--- src/rtl/regfile_wb_arbiter.sv ---
// regfile_wb_arbiter
// Write-back arbiter for the 32x32b register file. Source A (single-cycle ALU
// results) has priority and no backpressure; source B (long-latency results)
// is buffered in an in-order FIFO behind a valid/ready handshake. A starvation
// counter forces a FIFO pop after STARVE_LIMIT consecutive A wins, and a
// combinational pending-write query lets issue logic avoid RAW/WAW hazards.

module regfile_wb_arbiter #(
   parameter int DEPTH        = 4,
   parameter int STARVE_LIMIT = 4
) (
   input  logic                       clk,
   input  logic                       reset,
   input  logic                       a_valid,
   input  logic [4:0]                 a_reg,
   input  logic [31:0]                a_data,
   output logic                       stall_a,
   input  logic                       b_valid,
   output logic                       b_ready,
   input  logic [4:0]                 b_reg,
   input  logic [31:0]                b_data,
   input  logic [4:0]                 q_reg,
   output logic                       q_pending,
   output logic [$clog2(DEPTH+1)-1:0] fifo_count,
   output logic                       regWrite,
   output logic [4:0]                 wrReg,
   output logic [31:0]                wrData
);

   localparam int AW = $clog2(DEPTH);
   localparam int CW = $clog2(DEPTH + 1);
   localparam int SW = $clog2(STARVE_LIMIT + 1);
   localparam logic [CW-1:0] DEPTH_C  = CW'(DEPTH);
   localparam logic [SW-1:0] STARVE_C = SW'(STARVE_LIMIT);

   logic [4:0]    fifo_reg_r  [DEPTH];
   logic [31:0]   fifo_data_r [DEPTH];
   logic [AW-1:0] rd_ptr_r;
   logic [AW-1:0] wr_ptr_r;
   logic [CW-1:0] count_r;
   logic [SW-1:0] starve_r;

   logic          stall_s;
   logic          push_s;
   logic          pop_s;
   logic          a_win_s;
   logic          sel_valid_s;
   logic [4:0]    sel_reg_s;
   logic [31:0]   sel_data_s;
   logic [CW-1:0] count_next_s;
   logic [SW-1:0] starve_next_s;
   logic          hit_s;

   assign fifo_count = count_r;

   // Handshake, source selection and next-state for occupancy and starvation.
   always_comb begin
      stall_s       = (starve_r == STARVE_C);
      b_ready       = 1'b0;
      stall_a       = 1'b0;
      pop_s         = 1'b0;
      a_win_s       = 1'b0;
      sel_valid_s   = 1'b0;
      sel_reg_s     = wrReg;
      sel_data_s    = wrData;
      count_next_s  = count_r;
      starve_next_s = starve_r;

      if (reset) begin
         b_ready = 1'b0;
         stall_a = 1'b0;
      end else begin
         b_ready = (count_r < DEPTH_C);
         stall_a = stall_s;
      end

      // Register 0 results are accepted but never stored.
      push_s = b_valid & b_ready & (b_reg != 5'd0);

      if (stall_s) begin
         pop_s       = 1'b1;
         sel_valid_s = 1'b1;
         sel_reg_s   = fifo_reg_r[rd_ptr_r];
         sel_data_s  = fifo_data_r[rd_ptr_r];
      end else if (a_valid && (a_reg != 5'd0)) begin
         a_win_s     = 1'b1;
         sel_valid_s = 1'b1;
         sel_reg_s   = a_reg;
         sel_data_s  = a_data;
      end else if (count_r != {CW{1'b0}}) begin
         pop_s       = 1'b1;
         sel_valid_s = 1'b1;
         sel_reg_s   = fifo_reg_r[rd_ptr_r];
         sel_data_s  = fifo_data_r[rd_ptr_r];
      end else begin
         sel_valid_s = 1'b0;
      end

      case ({push_s, pop_s})
         2'b10:   count_next_s = count_r + CW'(1);
         2'b01:   count_next_s = count_r - CW'(1);
         default: count_next_s = count_r;
      endcase

      // A stall always pops, so the counter never runs past the limit.
      if (pop_s || (count_r == {CW{1'b0}})) begin
         starve_next_s = {SW{1'b0}};
      end else if (a_win_s) begin
         starve_next_s = starve_r + SW'(1);
      end else begin
         starve_next_s = starve_r;
      end
   end

   // Pending-write query over live FIFO entries and the output stage.
   always_comb begin
      hit_s = 1'b0;
      for (int i = 0; i < DEPTH; i++) begin
         hit_s = hit_s | ((CW'(i) < count_r) &
                          (fifo_reg_r[rd_ptr_r + AW'(i)] == q_reg));
      end
      hit_s = hit_s | (regWrite & (wrReg == q_reg));
      if (reset) begin
         q_pending = 1'b0;
      end else begin
         q_pending = hit_s & (q_reg != 5'd0);
      end
   end

   // FIFO storage and pointers; pointers wrap naturally since DEPTH is a power of 2.
   always_ff @(posedge clk or posedge reset) begin
      if (reset) begin
         for (int i = 0; i < DEPTH; i++) begin
            fifo_reg_r[i]  <= 5'd0;
            fifo_data_r[i] <= 32'd0;
         end
         rd_ptr_r <= {AW{1'b0}};
         wr_ptr_r <= {AW{1'b0}};
         count_r  <= {CW{1'b0}};
         starve_r <= {SW{1'b0}};
      end else begin
         if (push_s) begin
            fifo_reg_r[wr_ptr_r]  <= b_reg;
            fifo_data_r[wr_ptr_r] <= b_data;
            wr_ptr_r              <= wr_ptr_r + AW'(1);
         end
         if (pop_s) begin
            rd_ptr_r <= rd_ptr_r + AW'(1);
         end
         count_r  <= count_next_s;
         starve_r <= starve_next_s;
      end
   end

   // Registered register-file write port; address/data hold when idle.
   always_ff @(posedge clk or posedge reset) begin
      if (reset) begin
         regWrite <= 1'b0;
         wrReg    <= 5'd0;
         wrData   <= 32'd0;
      end else if (sel_valid_s) begin
         regWrite <= 1'b1;
         wrReg    <= sel_reg_s;
         wrData   <= sel_data_s;
      end else begin
         regWrite <= 1'b0;
      end
   end

endmodule
--- config.mk ---
export PLATFORM = sky130hd
export DESIGN_NAME = regfile_wb_arbiter
export DESIGN_NICKNAME = d
export VERILOG_FILES = /design/src/rtl/regfile_wb_arbiter.sv
export SDC_FILE = /design/constraint.sdc
export NUM_CORES = 1
export LEC_CHECK = 0
export CAP_MARGIN = 20
export CORE_UTILIZATION = 45
export CTS_CLUSTER_DIAMETER = 50
export CTS_CLUSTER_SIZE = 12
export DETAILED_ROUTE_END_ITERATION = 10
export PLACE_DENSITY = 0.74
export SETUP_SLACK_MARGIN = 0.02
export SLEW_MARGIN = 25
export SYNTH_ARGS = -nofsm -noshare
export SYNTH_HDL_FRONTEND = slang
export SYNTH_SLANG_ARGS = --single-unit
--- constraint.sdc ---
create_clock -name clk -period 15 [get_ports clk]
set_input_delay 1.5 -clock clk [delete_from_list [all_inputs] [get_ports clk]]
set_output_delay 1.5 -clock clk [all_outputs]
set_load 0.1 [all_outputs]
==> results.md, run 1 <==
- Clock transition at the registers of the reported paths: 0.07 ns
- Post-route clock period utilization: 38.2%
- Leakage power: 4.83 nW
- Overflow left after global routing: 0
- Area added between synthesis and finish: 21.5%
- Cell variety after synth: 39
- Worst-path cell with the longest stage delay: clkdlybuf4s50_1
- Vias: 5837
- Maximum number of pins on one net before global-route repair: 120
- Post-DP HPWL: 14.4 mm
- DRC viols: 0
- Biggest cell delay along the critical path: 1.16 ns
- Sequential-to-total area share from yosys stat: 52.2%
- Commonest non-fill, non-tap cell in the layout: dfrtp_1
- Fin nets: 850
- CTS Root Cell: clkbuf_16
- Synth Register Bits: 196
- Outcome: complete, no violations
- First DRT Iteration DRCs: 269
- Maximum VDD drop: 0.000161 V
- Quantity of hold-fixing buffers added after cts: 0
- Peak fanout along the critical path: 119
- Total negative setup slack: 0 ns
- Starting density of the core: 46.2%
- Number of top-level pins: 127
- First drt pass iteration count: 4
- Final Hold Vio Count: 0
- Power Dens Cells: 249 mW/mm^2
- Worst Max-Slew Pin Slew: 0.983 ns
- Ratio of cells with drive above 1 in the final layout: 30.8%
- Worst-case reg-to-reg path depth: 11
- DR vias/cell: 5.62
- Core Footprint: 0.0204 sq mm
- Number of buffers created by CTS: 17
- Slew Viols, Final: 0
- Quantity of I/O buffers inserted on ports: 126
- Overall die width: 147 microns
- Worst slew slack as a fraction of its limit: 34.3%
- Worst hold margin: 0.496 ns
- Post-route minimum period: 5.73 ns
- Total wire length after detailed routing: 21.4 mm
- Synth Warn #: 0
- Max Fclk: 0.175 GHz
- Number of filler instances in the final layout: 1590
- Number of instances in the synthesized netlist: 649
- Avg Inst Size Synth: 14.5 sq um
- Antenna cells: 0
- Wire length of the first global-routing pass: 34.8 mm
- Die Height: 147 microns
- Critical Path Source Type: input pin
- Later-pin clock latency in the skew report: 0.44 ns
- Dominant cell type by count on the critical path: clkdlybuf4s50_1
- Worst EP required: 13.50 ns
- Number of global-route vias before repair: 6531
- Combined area of all synthesized cells: 0.00940 sq mm
- CTS Buffer Depth: 2
- Cell breakdown of the critical path: clkdlybuf4s50_1 -> inv_8 -> o21ai_0 -> a31oi_1 -> clkdlybuf4s50_1
- Unrepaired setup endpoints after global routing: no
- Weighted congestion reported at the end of routability-driven placement: 0.860
- Cell depth of the worst hold path: 1
- Kind of end point of the critical path: output pin
- Die outline area: 0.0215 sq mm
- Synth Net Count: 743
- Final setup violation count: 0
- Site row count: 52
- Hold/Removal Path Class: register to register
- PostCTS Resize Cnt: 0
- Clk sinks: 196
- Number of setup buffers added after CTS: 0
- Worst endpoint data arrival time: 4.23 ns
- WL/cell: 20.6 microns
- Antenna violations before repair: 0
- Post-Route Utilization: 56.1%
- Count of nets left with antenna violations after detail routing: 0
- CTS H-tree lvls: 4
- TritonCTS clock tree: done
- Global routing usage summed across all routing layers: 21.3%
- Number of max-capacitance violations reported: 0
- Setup Skew: 0.0123 ns
- Startpoint-to-endpoint class of the critical path: input pin to output pin
- Commonest cells after routing, fill and taps aside: dfrtp_1, mux2_2, clkdlybuf4s50_1
[per-layer routing]
metal  share of wire [%]  GRT usage (%)
met5                   0              0
met4                 2.1           7.60
met1                  43           25.8
met3                 3.9           4.72
met2                  51           37.4
[cell usage after synthesis]
cell      number  share of area (%)
a21oi_1       38                2.0
a21oi_4        1               0.17
a31oi_1        3               0.20
a32oi_1        1              0.093
and2_1         1              0.067
buf_2         18               0.96
buf_4          4               0.32
buf_6          5               0.60
buf_8          1               0.16
clkbuf_1      14               0.56
clkbuf_2       1              0.053
dfrtp_1      196                 52
ha_1          11                1.5
inv_1          9               0.36
mux2_1         9                1.1
mux2_2       139                 17
mux2i_1       15                1.6
mux4_1         7                2.0
mux4_2        45                 11
nand2_1        7               0.28
nand2_4        5               0.60
nand3_1        1              0.053
nand4_1        2               0.13
nor2_1        41                1.6
nor2_2         1              0.067
nor2b_1        1              0.067
nor3_1         6               0.32
nor3b_1        1              0.080
nor4_1         1              0.067
nor4_2         2               0.27
o211ai_1       1              0.080
o21a_1         1              0.080
o21ai_0        4               0.21
o21ai_4        1               0.17
o22ai_1       22                1.5
or4_1          1              0.080
or4_4          1               0.12
xnor2_1       16                1.5
xor2_1        16                1.5
[area by class of cell]
class / count / area, sq um / share of cell area, %
Sequential cell: 196 / 4910 / 43.0
Multi-Input combinational cell: 401 / 4220 / 37.0
Timing Repair Buffer: 131 / 1300 / 11.4
Clock buffer: 20 / 467 / 4.09
Tap cell: 270 / 338 / 2.96
Clock inverter: 12 / 141 / 1.24
Inverter: 9 / 41.3 / 0.362
[power by group]
group	leakage, nW	total [mW]	switching [mW]	internal (mW)
clock	0.300	0.463	0.201	0.262
sequential	2.36	0.973	0.183	0.790
combinational	2.17	1.40	0.812	0.591
[path summary, 6_finish.rpt]
path                                     to  slack (ns)              from
max                               q_pending        9.27             reset
min                        fifo_data_r[122]        0.50  fifo_data_r[122]
max reg2reg                   fifo_count[2]       12.18     fifo_count[0]
min reg2reg                fifo_data_r[122]        0.50  fifo_data_r[122]
max in group asynchronous  fifo_data_r[107]       12.09             reset
min in group asynchronous         wrData[9]        1.66             reset
[per-stage QoR]
step	instance area, sq um	setup slack [ns]	instances	total power [mW]
after floorplan	9400	5.76	649	2.06
after global placement	10800	9.28	1007	2.33
after detailed placement	10800	9.16	1007	2.39
after CTS	11400	9.16	1039	2.86
after global routing	11400	9.05	1039	2.99
final	11400	9.27	1039	2.84
[cells by family (layout without fill, tap and decap cells)]
| logic type | after synthesis | in the layout | share of synthesized area [%] |
|---|---|---|---|
| multiplexers | 215 | 215 | 32.1 |
| flip-flops | 196 | 196 | 52.2 |
| AO/OA/AOI/OAI | 72 | 72 | 4.50 |
| AND/OR/NAND/NOR | 71 | 71 | 3.83 |
| buffers and inverters | 52 | 172 | 3.01 |
| XOR/XNOR | 32 | 32 | 2.98 |
| adder cells (fa/ha/maj) | 11 | 11 | 1.46 |
[state kept, by name, indices dropped and copies added, names as in the netlist, 2 cells and up]
signal and count:
fifo_data_r 128, wrData 32, fifo_reg_r 20, wrReg 5, fifo_count 3, starve_r 3
rd_ptr_r 2, wr_ptr_r 2
[critical path: cells and delay by family]
family	cells	cell delay, ns
AO/OA/AOI/OAI	2	0.46
buffers and inverters	3	2.26
(Power assumes the default switching activity.)
==> inputs of run 2 (changes only) <==
--- a/config.mk
+++ b/config.mk
@@ -10,7 +10,7 @@
 export CTS_CLUSTER_DIAMETER = 50
 export CTS_CLUSTER_SIZE = 12
 export DETAILED_ROUTE_END_ITERATION = 10
-export PLACE_DENSITY = 0.74
+export PLACE_DENSITY = 0.77
 export SETUP_SLACK_MARGIN = 0.02
 export SLEW_MARGIN = 25
 export SYNTH_ARGS = -nofsm -noshare
==> constraint.sdc (replaced) <==
create_clock -name clk -period 5.26 [get_ports clk]
set_input_delay 0.526 -clock clk [delete_from_list [all_inputs] [get_ports clk]]
set_output_delay 0.526 -clock clk [all_outputs]
set_load 0.1 [all_outputs]
==> results.md, run 2 (synthesized netlist as in run 1, its figures left out) <==
- Outcome: complete, no violations
- Commonest cells after routing, fill and taps aside: dfrtp_1, mux2_2, clkdlybuf4s50_1
- Worst Max-Slew Pin Slew: 0.999 ns (+0.0167 ns)
- Critical path depth: 7 (+2)
- Leakage power: 4.84 nW (+0.18%)
- Starting density of the core: 46.2% (unchanged)
- Number of global-route vias before repair: 6218 (-4.8%)
- First DRT Iteration DRCs: 255 (-5.2%)
- Die Height: 147 microns (unchanged)
- Startpoint-to-endpoint class of the critical path: register to output pin
- Biggest cell delay along the critical path: 0.74 ns (-0.42 ns)
- CTS Root Cell: clkbuf_16
- Max reg flops: 128 (unchanged)
- WL/cell: 19.7 microns (-4.3%)
- Final Hold Vio Count: 0 (unchanged)
- Fin nets: 852 (+0.24%)
- Kind of end point of the critical path: output pin
- Slew Viols, Final: 0 (unchanged)
- Minimum setup slack in the final design: 1.76 ns (-7.51 ns)
- Unrepaired setup endpoints after global routing: no
- Post-route clock period utilization: 66.5%
- Worst-path cell with the longest stage delay: mux4_1
- Ratio of cells with drive above 1 in the final layout: 30.9% (+0.050 points)
- Count of nets left with antenna violations after detail routing: 0 (unchanged)
- Post-Route Utilization: 56.2% (+0.16 points)
- Wire length of the first global-routing pass: 34.0 mm (-2.2%)
- Weighted congestion reported at the end of routability-driven placement: 0.804 (-6.5%)
- Area added between synthesis and finish: 21.8%
- CTS H-tree lvls: 4 (unchanged)
- Worst-case reg-to-reg path depth: 11 (unchanged)
- Power Dens Cells: 704 mW/mm^2 (+180%)
- DRC viols: 0 (unchanged)
- Clock transition at the registers of the reported paths: 0.07 ns (about the same)
- Pre-CTS worst setup slack: 1.75 ns (-7.41 ns)
- Vias: 5764 (-1.3%)
- TritonCTS clock tree: done
- Setup Skew: 0.0123 ns (-0.0000405 ns)
- Finished Cell Area: 0.0115 sq mm (+0.28%)
- Number of buffers created by CTS: 17 (unchanged)
- Commonest non-fill, non-tap cell in the layout: dfrtp_1
- First drt pass iteration count: 4 (unchanged)
- Number of top-level pins: 127 (unchanged)
- Hold/Removal Path Class: register to register
- Worst EP required: 4.73 ns (-8.77 ns)
- Post-DP HPWL: 13.3 mm (-7.8%)
- Worst slew slack as a fraction of its limit: 33.2% (-1.1 points)
- Quantity of I/O buffers inserted on ports: 126 (unchanged)
- DR vias/cell: 5.53 (-1.5%)
- Number of max-capacitance violations reported: 0 (unchanged)
- Cell breakdown of the critical path: mux4_1 -> xnor2_1 -> nand4_1 -> nor3_1 -> a31oi_1 -> a31oi_1 -> buf_4
- CTS Buffer Depth: 2 (unchanged)
- Clk sinks: 196 (unchanged)
- Number of setup buffers added after CTS: 0 (unchanged)
- Peak fanout along the critical path: 22 (-82%)
- Overflow left after global routing: 0 (unchanged)
- Die outline area: 0.0215 sq mm (unchanged)
- Later-pin clock latency in the skew report: 0.44 ns (about the same)
- Maximum number of pins on one net before global-route repair: 159 (+33%)
- Final setup violation count: 0 (unchanged)
- Quantity of hold-fixing buffers added after cts: 0 (unchanged)
- Total negative setup slack: 0 ns (unchanged)
- Bufs and invs on worst path: 1 (-2)
- Top flop regs: fifo_data_r (128), wrData (32), fifo_reg_r (20)
- Global routing usage summed across all routing layers: 20.6% (-0.71 points)
- Cell area reported after detailed placement: 0.0108 sq mm (about the same)
- Max Fclk: 0.286 GHz
- Cell depth of the worst hold path: 1 (unchanged)
- Overall die width: 147 microns (unchanged)
- Worst endpoint data arrival time: 2.97 ns (-1.26 ns)
- Total wire length after detailed routing: 20.5 mm (-4.1%)
- PostCTS Resize Cnt: 0 (unchanged)
- Top reg by flops: fifo_data_r
- Post-route minimum period: 3.50 ns
- Top cell family by delay on the critical path: multiplexers
- Antenna violations before repair: 1 (+1)
- Core Footprint: 0.0204 sq mm (unchanged)
- Critical Path Source Type: register
- Site row count: 52 (unchanged)
- Dominant cell type by count on the critical path: a31oi_1
- Maximum VDD drop: 0.000503 V (+210%)
- Number of filler instances in the final layout: 1643 (+3.3%)
## run 2: cell count changes in the layout (fill, tap and decap cells not counted), moves of 2 or more
cell,before,now
clkinvlp_4,1,3
clkbuf_8,3,0
buf_12,0,2
buf_4,4,6
clkinv_8,0,2
## run 2: layout make-up
| class | instances | area, sq um | area share, % |
|---|---|---|---|
| Antenna cell | 1 | 2.50 | 0.0219 |
| Clock buffer | 17 | 425 | 3.71 |
| Tap cell | 270 | 338 | 2.95 |
| Clock inverter | 15 | 190 | 1.66 |
| Timing Repair Buffer | 133 | 1340 | 11.7 |
| Inverter | 9 | 37.5 | 0.328 |
| Multi-Input combinational cell | 401 | 4220 | 36.8 |
| Sequential cell | 196 | 4910 | 42.8 |
## run 2: stage by stage
| stage | hold slack [ns] | instances | total power, mW |
|---|---|---|---|
| finish | 0.475 | 1042 | 8.06 |
| global placement | 0.459 | 1008 | 6.66 |
| detailed placement | 0.472 | 1008 | 6.76 |
| CTS | 0.476 | 1040 | 8.12 |
| global route | 0.491 | 1041 | 8.51 |
| floorplan | 0.441 | 649 | 5.87 |
## run 2: report_power, final
part           leakage [nW]  total (mW)  switching [mW]  internal, mW
Sequential             2.36        2.78           0.525          2.25
Clock                 0.296        1.34           0.618         0.724
Combinational          2.18        3.94            2.26          1.68
## run 2: path summary, 6_finish.rpt
check | start | end | slack, ns
worst max-delay path | rd_ptr_r[0] | q_pending | 1.76
worst min-delay path | starve_r[0] | starve_r[0] | 0.47
worst max register to register | fifo_count[0] | fifo_count[2] | 2.52
worst min register to register | starve_r[0] | starve_r[0] | 0.47
max in group asynchronous | reset | rd_ptr_r[0] | 3.67
min in group asynchronous | reset | fifo_reg_r[9] | 0.49
## run 2: layer usage
layer | global-route usage [%] | routed length [microns]
met2 | 34.4 | 10200
met3 | 4.41 | 884
met5 | 0 | 0
met4 | 5.52 | 251
met1 | 27.3 | 9160
==> inputs of run 3 (changes only) <==
==> constraint.sdc (replaced) <==
create_clock -name clk -period 2.8 [get_ports clk]
set_input_delay 0.28 -clock clk [delete_from_list [all_inputs] [get_ports clk]]
set_output_delay 0.28 -clock clk [all_outputs]
set_load 0.1 [all_outputs]
==> results.md, run 3 (synthesized netlist as in run 1, its figures left out) <==
- Core Footprint: 0.0204 sq mm (unchanged)
- Power Dens Cells: 1330 mW/mm^2 (+90%)
- Number of top-level pins: 127 (unchanged)
- Number of filler instances in the final layout: 1614 (-1.8%)
- Worst slew slack as a fraction of its limit: 54.5% (+21 points)
- Ratio of cells with drive above 1 in the final layout: 39.4% (+8.5 points)
- Commonest non-fill, non-tap cell in the layout: dfrtp_1
- Wire length of the first global-routing pass: 33.9 mm (-0.41%)
- Overflow left after global routing: 0 (unchanged)
- Cell breakdown of the critical path: buf_12 -> mux4_2 -> xor2_1 -> nor4_2 -> a31oi_1 -> a31oi_2 -> buf_12
- Area taken by multi-input logic gates: 0.00422 sq mm (+0.12%)
- Later-pin clock latency in the skew report: 0.43 ns (about the same)
- Maximum VDD drop: 0.000824 V (+64%)
- Weighted congestion reported at the end of routability-driven placement: 0.846 (+5.1%)
- Top flop regs: fifo_data_r (128), wrData (32), fifo_reg_r (20)
- Startpoint-to-endpoint class of the critical path: register to output pin
- Uppermost metal layer occupied by signal nets: met5
- Unrepaired setup endpoints after global routing: yes
- Vias: 5915 (+2.6%)
- Bufs and invs on worst path: 2 (+1)
- Post-route minimum period: 2.80 ns
- Wl on met1: 9.06 mm (-1.1%)
- Post-DP HPWL: 13.7 mm (+3.2%)
- Post-route clock period utilization: 100%
- Final setup violation count: 0 (unchanged)
- Worst Max-Slew Pin Slew: 0.681 ns (-0.318 ns)
- Worst-path cell with the longest stage delay: mux4_2
- Total negative setup slack: 0 ns (unchanged)
- Die outline area: 0.0215 sq mm (unchanged)
- Number of global-route vias before repair: 6363 (+2.3%)
- Final Hold Vio Count: 0 (unchanged)
- Maximum number of pins on one net before global-route repair: 106 (-33%)
- CTS Root Cell: clkbuf_16
- Dominant cell type by count on the critical path: buf_12
- Post-Route Utilization: 57.5% (+1.3 points)
- CTS H-tree lvls: 4 (unchanged)
- Peak fanout along the critical path: 10 (-55%)
- Count of nets left with antenna violations after detail routing: 0 (unchanged)
- Antenna cells: 0 (-1)
- Die Height: 147 microns (unchanged)
- Area added between synthesis and finish: 24.6%
- Total length of routed met3 wires: 934 microns (+5.7%)
- Critical Path Source Type: register
- Site row count: 52 (unchanged)
- First DRT Iteration DRCs: 256 (+0.39%)
- Setup Skew: 0.00675 ns (-0.00550 ns)
- Outcome: complete, no violations
- Number of buffers created by CTS: 17 (unchanged)
- Worst EP required: 2.52 ns (-2.21 ns)
- Fin nets: 883 (+3.6%)
- First drt pass iteration count: 5 (+1)
- Overall die width: 147 microns (unchanged)
- Starting density of the core: 46.2% (unchanged)
- Placed instance count: 1027 (+1.9%)
- WL/cell: 19.3 microns (-1.8%)
- Number of max-capacitance violations reported: 0 (unchanged)
- Slew Viols, Final: 0 (unchanged)
- Area taken by flip-flops and latches: 0.00491 sq mm (unchanged)
- Clk sinks: 196 (unchanged)
- Global routing usage summed across all routing layers: 20.6% (about the same)
- CTS Buffer Depth: 2 (unchanged)
- Max reg flops: 128 (unchanged)
- Top cell family by delay on the critical path: multiplexers
- Number of non-filler instances in the completed layout: 1072 (+2.9%)
- Biggest cell delay along the critical path: 0.50 ns (-0.24 ns)
- Leakage power: 5.07 nW (+4.6%)
- Commonest cells after routing, fill and taps aside: dfrtp_1, mux2_2, clkdlybuf4s50_1
- DR vias/cell: 5.52 (-0.25%)
- Kind of end point of the critical path: output pin
- Quantity of I/O buffers inserted on ports: 126 (unchanged)
- Clock transition at the registers of the reported paths: 0.07 ns (about the same)
- Total wire length after detailed routing: 20.7 mm (+1.0%)
- Quantity of hold-fixing buffers added after cts: 0 (unchanged)
- DRC viols: 0 (unchanged)
- Met2 wire length: 10.4 mm (+1.4%)
- Antenna violations before repair: 1 (unchanged)
- Worst endpoint data arrival time: 2.52 ns (-0.45 ns)
- Max Fclk: 0.357 GHz
- Top reg by flops: fifo_data_r
- Hold/Removal Path Class: input pin to asynchronous set/reset pin
- TritonCTS clock tree: done
run 3: changes by cell type in the layout (fill, tap and decap cells not counted), sizes merged, moves of 2 or more:
| cell | delta |
|---|---|
| bufinv | +2 |
| clkinv | -2 |
| clkdlybuf4s50 | -43 |
| inv | -5 |
| clkbuf | +5 |
| buf | +73 |
run 3: path summary, 6_finish.rpt:
path / startpoint / end / slack [ns] / depth (start not counted)
min in group clk: a_data[21] / wrData[21] / 0.47 / 3
max in group asynchronous: reset / fifo_data_r[83] / 1.68 / 3
max: rd_ptr_r[1] / q_pending / 0.001 / 7
max reg2reg: fifo_count[0] / fifo_count[2] / 0.45 / 9
min: reset / wrData[3] / 0.27 / 2
min reg2reg: starve_r[0] / starve_r[0] / 0.48 / 1
run 3: area by class of cell:
cell class / count / area share [%]
flip-flops and latches: 196 / 41.9
multi-input cells: 401 / 36.0
repair buffers: 164 / 13.3
clock buffers: 22 / 4.13
well taps: 270 / 2.88
clock inverters: 10 / 1.44
inverters: 9 / 0.321
run 3: stage by stage:
step                hold slack [ns]  power [mW]  worst slack [ns]  cell area [sq um]
floorplan                     0.412        11.0             -1.32               9420
global placement              0.463        12.6             0.274              10900
detailed placement            0.474        12.7             0.256              10900
CTS                           0.264        15.7           -0.0188              11700
global route                  0.289        16.4           -0.0991              11700
finish                        0.273        15.6           0.00118              11700
run 3: metal layers:
layer | up-vias | GRT usage, %
li1 | 2679 | -
met1 | 3077 | 26.3
met3 | 34 | 5.16
met4 | 2 | 6.61
met2 | 123 | 34.6
met5 | - | 0
run 3: timing repair:
action	CTS	global route
pin swaps	4	0
cloned	1	0
gates resized for setup	7	1
endpoints found under the setup margin	1	1
buffers inserted	11	1
run 3: report_power, final:
part	switching [mW]	internal, mW	total [mW]
logic	4.46	3.40	7.86
clock network	1.05	1.60	2.66
registers	0.878	4.23	5.11
run 3: worst reg2reg max path, delay by kind of cell (launching register included):
| family | cells | cell delay, ns |
|---|---|---|
| adder cells (fa/ha/maj) | 2 | 0.50 |
| flip-flops | 1 | 0.49 |
| XOR/XNOR | 1 | 0.15 |
| buffers and inverters | 2 | 0.27 |
| AND/OR/NAND/NOR | 4 | 0.87 |
